===== src/rtl/uart_pkg.sv =====
// Shared UART receive types and helpers: FSM states, frame length and parity.
// Combinational helpers only; no latency or flow control of their own.
package uart_pkg;

    localparam int TIMER_W = 19;
    localparam int FRAME_W = 10;

    typedef enum logic [2:0] {
        ST_IDLE,
        ST_START,
        ST_DATA,
        ST_DONE,
        ST_BREAK
    } rx_state_t;

    typedef struct packed {
        logic perr;
        logic ferr;
        logic ovf;
    } rx_status_t;

    // Samples taken after the start bit: data bits, optional parity, stop.
    function automatic logic [3:0] frame_len(input logic eight, input logic pen);
        return 4'd8 + {3'b000, eight} + {3'b000, pen};
    endfunction

    // Parity bit the transmitter would have sent for this data word.
    function automatic logic parity_bit(input logic [7:0] data, input logic eight,
                                        input logic ohel);
        return (^data[6:0]) ^ (eight & data[7]) ^ ohel;
    endfunction

endpackage


===== src/rtl/rx_bit_timer.sv =====
// Free-running bit-time counter with clear; flags half-bit and full-bit points.
// Ticks are combinational from the counter; no backpressure.
module rx_bit_timer
    import uart_pkg::*;
(
    input  logic               clk,
    input  logic               rst,
    input  logic               clr,
    input  logic [TIMER_W-1:0] k,
    output logic               half_tick,
    output logic               bit_tick
);

    logic [TIMER_W-1:0] cnt;

    always_ff @(posedge clk or negedge rst) begin
        if (!rst) begin
            cnt <= '0;
        end else if (clr) begin
            cnt <= '0;
        end else begin
            cnt <= cnt + 1'b1;
        end
    end

    // Greater-or-equal so a k change mid-frame can never leave the counter
    // running past the match point.
    assign half_tick = (cnt >= (k >> 1));
    assign bit_tick  = (cnt >= (k - 1'b1));

endmodule


===== src/rtl/receive_engine.sv =====
// UART receiver: start detect, mid-bit sampling, parity/framing check, 1-deep hold.
// RxRdy rises 1 clock after the stop sample; unread data is overwritten and flagged via OVF.
module receive_engine
    import uart_pkg::*;
(
    input  logic               clk,
    input  logic               rst,
    input  logic               eight,
    input  logic               pen,
    input  logic               ohel,
    input  logic [TIMER_W-1:0] k,
    input  logic               Rx,
    input  logic               read,
    output logic               RxRdy,
    output logic [7:0]         UART_DS,
    output logic               PERR,
    output logic               FERR,
    output logic               OVF
);

    rx_state_t          state, state_nxt;
    logic               rx_meta, rx_sync;
    logic [3:0]         bit_cnt, bit_cnt_nxt;
    logic [FRAME_W-1:0] shreg;
    logic               shift_en;
    logic               timer_clr;
    logic               half_tick, bit_tick;
    logic [3:0]         n_len;
    logic [FRAME_W-1:0] frame;
    logic [7:0]         data_w;
    logic               par_rx, stop_rx;
    rx_status_t         status_q;

    // Synchronizer idles high so reset does not look like a start bit.
    always_ff @(posedge clk or negedge rst) begin
        if (!rst) begin
            rx_meta <= 1'b1;
            rx_sync <= 1'b1;
        end else begin
            rx_meta <= Rx;
            rx_sync <= rx_meta;
        end
    end

    rx_bit_timer u_timer (
        .clk       (clk),
        .rst       (rst),
        .clr       (timer_clr),
        .k         (k),
        .half_tick (half_tick),
        .bit_tick  (bit_tick)
    );

    assign n_len   = frame_len(eight, pen);
    assign frame   = shreg >> (4'd10 - n_len);
    assign data_w  = eight ? frame[7:0] : {1'b0, frame[6:0]};
    assign par_rx  = frame[n_len - 4'd2];
    assign stop_rx = frame[n_len - 4'd1];

    always_ff @(posedge clk or negedge rst) begin
        if (!rst) begin
            state   <= ST_IDLE;
            bit_cnt <= '0;
            shreg   <= '0;
        end else begin
            state   <= state_nxt;
            bit_cnt <= bit_cnt_nxt;
            if (shift_en) begin
                shreg <= {rx_sync, shreg[FRAME_W-1:1]};
            end
        end
    end

    always_comb begin
        state_nxt   = state;
        bit_cnt_nxt = bit_cnt;
        timer_clr   = 1'b0;
        shift_en    = 1'b0;
        case (state)
            ST_IDLE: begin
                timer_clr = 1'b1;
                if (!rx_sync) begin
                    state_nxt = ST_START;
                end
            end
            ST_START: begin
                if (half_tick) begin
                    timer_clr   = 1'b1;
                    bit_cnt_nxt = '0;
                    state_nxt   = rx_sync ? ST_IDLE : ST_DATA;
                end
            end
            ST_DATA: begin
                if (bit_tick) begin
                    timer_clr   = 1'b1;
                    shift_en    = 1'b1;
                    bit_cnt_nxt = bit_cnt + 4'd1;
                    if ((bit_cnt + 4'd1) >= n_len) begin
                        state_nxt = ST_DONE;
                    end
                end
            end
            ST_DONE: begin
                timer_clr = 1'b1;
                state_nxt = stop_rx ? ST_IDLE : ST_BREAK;
            end
            ST_BREAK: begin
                // A low stop bit may be a held break; wait for the line to rise.
                timer_clr = 1'b1;
                if (rx_sync) begin
                    state_nxt = ST_IDLE;
                end
            end
            default: begin
                timer_clr = 1'b1;
                state_nxt = ST_IDLE;
            end
        endcase
    end

    // Frame completion takes priority over a read in the same cycle.
    always_ff @(posedge clk or negedge rst) begin
        if (!rst) begin
            RxRdy    <= 1'b0;
            UART_DS  <= '0;
            status_q <= '0;
        end else if (state == ST_DONE) begin
            RxRdy         <= 1'b1;
            UART_DS       <= data_w;
            status_q.perr <= pen & (par_rx ^ parity_bit(data_w, eight, ohel));
            status_q.ferr <= ~stop_rx;
            status_q.ovf  <= RxRdy & ~read;
        end else if (read) begin
            RxRdy    <= 1'b0;
            status_q <= '0;
        end
    end

    assign PERR = status_q.perr;
    assign FERR = status_q.ferr;
    assign OVF  = status_q.ovf;

endmodule


===== config.mk =====
export PLATFORM = sky130hd
export DESIGN_NAME = receive_engine
export DESIGN_NICKNAME = d
export VERILOG_FILES = /design/src/rtl/uart_pkg.sv /design/src/rtl/rx_bit_timer.sv /design/src/rtl/receive_engine.sv
export SDC_FILE = /design/constraint.sdc
export NUM_CORES = 1
export LEC_CHECK = 0
export CORE_UTILIZATION = 52
export DETAILED_ROUTE_END_ITERATION = 16
export PLACE_DENSITY = 0.78
export SLEW_MARGIN = 10
export SYNTH_ARGS = -nofsm -noshare
export SYNTH_HDL_FRONTEND = slang
export SYNTH_HIERARCHICAL = 1
export SYNTH_SLANG_ARGS = --single-unit

===== constraint.sdc =====
create_clock -name clk -period 2.5 [get_ports clk]
set_input_delay 0.5 -clock clk [delete_from_list [all_inputs] [get_ports clk]]
set_output_delay 0.5 -clock clk [all_outputs]
set_load 0.02 [all_outputs]

* Word level (Yosys, flattened, before mapping)
Cells that the tools add are included. Widths: inputs -> output; s select.
Operators by class: $add $sub $neg 8, order comparisons 5, eq/ne operators 9, shifts and indexed selects 1, muxes and demuxes 25, bitwise operators 8, reduce and logical (&&, ||, !) cells 6
Operators with widths (number):
- $mux 3 | 8
- $add 19x1->19 const B | 1
- $ge 19x18->1 | 1
- $ge 19x19->1 | 1
- $mux 19 | 1
- $sub 19x1->19 const B | 1
- $pmux 3 s5 | 1
- $lt 4x5->1 const B | 2
- $ne 2x2->1 const B | 5
- $shr 10x4->10 | 1
- $bmux 1 s4 | 2
- $mux 4 | 2
- $mux 8 | 1
- $pmux 4 s2 | 1
- $mux 1 | 7
- $reduce_xor 7->1 | 1
- $eq 3x2->1 const B | 2
- $reduce_and 5->1 | 1
- $add 4x1->4 | 1
- $add 4x1->4 const A | 1
- $add 4x1->4 const B | 1
- $ge 4x4->1 | 1
- $reduce_bool 2->1 | 2
- $sub 4x1->4 const B | 1
- other kinds (11) | 16
Storage, ports and cells: register bits 50, input port bits 26, output and inout bits 12, logic and storage cells 73

* Depth between registers and ports, before layout
word-level depth 11, depth in mapped cells 16, gate-level depth less buffers 16

* Modules after synthesis
The synthesis kept the hierarchy.
By module, submodules not included:
- rx_bit_timer | times used 1, cells an instance 236, area an instance 2024.4 um^2, sequential area each 475.5 um^2
- receive_engine | times used 1, cells an instance 176, area an instance 1674.1 um^2, sequential area each 778.2 um^2

* Least setup slack after synthesis
No wires, ideal clock.
path type in2reg, from input port k[5], to register u_timer.cnt[10], setup time 132 ps, arrival 3170 ps, data required time 2368 ps, slack -802 ps, stages on the path 15, path buffers 2, path through nor4_1 nand3_1 nor3_2 nand3_1 xnor2_1 ha_1 nand2_1 nor2_1 a2111oi_0 o311ai_1 nor2b_1 o21ai_0 clkbuf_1 clkbuf_1 nor2_1
On the way: longest elaborated chain between the ends 5, elaborated cells between the ends (all ways) 7, those cells by class 1 x add/sub; 2 x order compare; 4 x mux
Ends and longest elaborated chain:
- start: declaration | RTL line receive_engine.sv:11 | input logic [TIMER_W-1:0] k,
- $sub 19x1->19 | RTL line rx_bit_timer.sv:29 | assign bit_tick = (cnt >= (k - 1'b1));
- $ge 19x19->1 | RTL line rx_bit_timer.sv:29
- named net bit_tick | RTL line receive_engine.sv:27 | logic half_tick, bit_tick;
- $mux 1 | RTL line receive_engine.sv:94 | if (bit_tick) begin
- $pmux 1 s2 | RTL line receive_engine.sv:79 | case (state)
- named net timer_clr | RTL line receive_engine.sv:26 | logic timer_clr;
- $mux 19 | RTL line rx_bit_timer.sv:19 | end else if (clr) begin
- end signal: assignment | RTL line rx_bit_timer.sv:22 | cnt <= cnt + 1'b1;
- end: declaration | RTL line rx_bit_timer.sv:14 | logic [TIMER_W-1:0] cnt;
The timed path passes the listed nets, and every way through them passes these cells. A chain may end at the register's enable or synchronous reset.

* Worst setup path in the final report
from input port k[7], to register u_timer.cnt[1]
The elaborated chain is that of the path after synthesis.

==> flow_metrics.py <==
metrics = {
    "run_status": {
        "outcome": "finished with violations",
        "violations": "negative setup slack",
    },
    "detailed_routing": {
        "final_antenna_net_count": 0,
        "first_pass_iters": 5,
        "routedWlPerCell_um": 18.75,
        "drc": 0,
        "drt_iter0_drc": 270,
        "wirelength_mm": 11.94,
        "viasPerCell": 5.937,
        "route.vias.total": 3782,
    },
    "critical_path": {
        "crit_fanout": 5,
        "crit_path_cell_trace": "dlygate4sd2_1, nor4_2, nand3_2, nor2_4, buf_4, nand2_1, xnor2_1, ha_1, nand3_2, nor3_4, o31ai_2, o311ai_1, buf_4, nor2b_4, o21ai_4, buf_6, buf_6, nor2b_1",
        "arrival_ns": 3.43,
        "crit_type": "in -> reg",
        "crit_path_start_kind": "primary input",
        "max_stage_delay_ns": 0.36,
        "cp_slowest_cell": "ha_1",
        "end_kind": "flip-flop",
        "required_ns": 2.71,
    },
    "cts": {
        "clk_pin_slew_worst_paths_ns": 0.10,
        "cts_inserted_buffers": 5,
        "cts-htree-levels": 2,
        "cts_sinks": 50,
        "cts_tree": "built",
        "cts_root_buffer": "clkbuf_8",
        "holdBufCountCts": 0,
        "ctsLongestPathBuffers": 2,
        "clock_latency_ns": 0.31,
    },
    "pwr": {
        "ir_drop_v": 0.0005730,
        "p_leak_uw": 0.002500,
        "power_uw": 2210,
        "cellPowerDensity_nw_per_um2": 407.1,
    },
    "layout": {
        "area_growth_pct": 46.79,
        "final_cells": 637,
        "nets": 611,
        "num-fill-cells": 397,
        "final_area_sq_um": 5429,
        "layout-drive-gt1-share_pct": 36.60,
        "multi_input_area_sq_um": 2744,
        "seqCellArea_sq_um": 1254,
        "antenna_cells": 0,
    },
    "floorplan": {
        "die_w_um": 86.34,
        "die_h_um": 86.34,
        "rows": 30,
        "dieArea_sq_um": 7454,
        "start_util_pct": 54.14,
        "boundaryPins": 38,
        "core-area_sq_um": 6832,
    },
    "synthesis": {
        "yosysTopAreaCell": "dfrtp_1",
        "synthCells": 412,
        "ys_types": 49,
        "yosys_warnings": 6,
        "syn_area_per_cell_sq_um": 8.977,
        "yosysTopAreaCellShare_pct": 32.48,
        "ys_seq_area_share_pct": 33.90,
        "ys.flop_type": "dfrtp_1",
        "synth_top_family_by_area": "simple AND/OR/NAND/NOR gates",
        "synth_fa_ha_area_share_pct": 15.22,
        "synth.net_count": 483,
        "synth_area_leaders": "dfrtp_1, ha_1, xnor2_1, nand2_1, nor2_1",
        "synth_compound_area_share_pct": 11.94,
        "synth_area_sq_um": 3699,
        "synth_edf_count": 0,
        "synthArstFlopShare_pct": 100.0,
        "synth.most_common_cell": "nand2_1",
        "synth-simple-area-share_pct": 21.08,
        "muxShareOfSynthArea_pct": 3.011,
        "synth_common_cells": "nand2_1, dfrtp_1, ha_1, nor2_1, xnor2_1",
        "synth-xor-area-share_pct": 10.69,
        "ys_ff_latch": 50,
    },
    "sta": {
        "post-route-period-util_pct": 128.8,
        "fin_crit_ns": 3.220,
        "tightest_slew_ns": 0.5839,
        "layout_setup_ws_ns": -0.7195,
        "rsz0062_at_grt": "true",
        "hold_violations": 0,
        "max_freq_mhz": 310.6,
        "timing.final.max_slew_violations": 0,
        "setup-violations-final": 35,
        "clock_skew_ns": 0.01450,
        "tns_ns": -23.55,
        "relSlewSlack_pct": 60.56,
    },
    "global_routing": {
        "grt_max_degree": 25,
        "antenna_found_initial": 0,
        "grt_pass1_vias": 3625,
        "grt_pass1_wl_mm": 16.58,
        "gr-total-overflow": 0,
        "grt_util_all_layers_pct": 28.41,
    },
    "placement": {
        "numPortBuffers": 37,
        "place_area_sq_um": 4715,
        "place_inst": 609,
        "gp_congestion": 0.8634,
        "dp_hpwl_mm": 6.765,
        "place_ws_ns": -1.162,
    },
    "run": {
        "cap_viol_max_count": 0,
    },
    "hold_path": {
        "hold_class": "in -> async",
    },
}
-- cell type report --
class	instances	area share [%]
tap	96	2.212
clock inverter	2	0.6914
multi-input combinational	324	50.54
timing repair buffer	129	20.00
sequential	50	23.09
inverter	30	2.120
clock buffer	6	1.337
-- cell usage in the layout, fill, tap and decap left out, types with 3 or more instances in the layout --
master / n
o21a_1: 4
a21oi_2: 3
buf_8: 3
mux2i_1: 5
clkbuf_8: 5
nor2_4: 3
o221ai_1: 4
dlygate4sd2_1: 5
a21oi_1: 15
inv_1: 24
clkdlybuf4s50_1: 22
ha_4: 5
xor2_1: 8
buf_6: 10
a21o_1: 6
nand4_1: 8
o21ai_0: 10
nor2_1: 12
nand3_2: 5
xnor2_1: 27
nor4_2: 4
nor2_2: 17
ha_1: 38
buf_4: 81
and3_1: 4
nand2_2: 3
dfrtp_1: 48
or3_1: 3
nand2_1: 56
mux2i_4: 4
o21ai_1: 6
clkbuf_2: 3
nand3_1: 17
xnor2_2: 5
inv_2: 5
nor3_2: 6
-- per-layer routing --
metal  GRT usage, %  wire [um]
met1          35.88       4836
met2          49.64       5863
met3          5.143        800
met4          8.333        442
met5              0          0
-- sequential cells by signal, indices dropped and copies added (netlist names) --
register,flops
UART_DS,8
OVF,1
rx_meta,1
RxRdy,1
state,3
bit_cnt,4
FERR,1
rx_sync,1
PERR,1
u_timer/cnt,19
shreg,10
-- worst max-delay path: cells and delay by family --
| family | cells | cell delay, ns |
|---|---|---|
| fa+ha+maj | 1 | 0.36 |
| buf+inv | 5 | 0.86 |
| xor+xnor | 1 | 0.16 |
| simple gates | 8 | 1.19 |
| compound gates | 3 | 0.34 |
-- power breakdown --
part	switching [uW]	total (uW)	internal (uW)
Sequential	70.9	934	864
Combinational	353	693	340
Clock	284	583	299
Total	707	2210	1500
-- timing repair --
item / CTS / global route
endpoints found under the setup margin: 36 / 36
resized for setup: 95 / 52
pin swaps: 36 / 27
setup buffers: 13 / 4
cloned: 3 / 0
-- worst paths after layout --
kind	startpoint	cells after the start	to	slack, ns
hold reg to reg	rx_meta	0	rx_sync	0.36
max in group asynchronous	rst	2	rx_meta	1.63
setup / recovery	k[7]	18	u_timer/cnt[1]	-0.72
min in group clk	rx_meta	0	rx_sync	0.36
hold / removal	rst	1	u_timer/cnt[14]	0.17
setup reg to reg	u_timer/cnt[10]	11	u_timer/cnt[14]	-0.12
-- stage by stage --
step,util [%],hold slack [ns]
after floorplan,-,0.2044
after global placement,69.01,0.3468
after detailed placement,69.01,0.3478
after CTS,75.79,0.1855
after global routing,79.47,0.2064
final,79.47,0.1706
-- cell families (layout without fill, tap and decap cells) --
kind of cell             count (synthesis)  after routing
buffers and inverters                   38            167
flip-flops                              50             50
AND/OR/NAND/NOR                        158            158
multiplexers                            11             11
adder cells (fa/ha/maj)                 45             45
AO/OA/AOI/OAI                           68             68
XOR/XNOR                                42             42
Power figures use the tool's default switching activity.
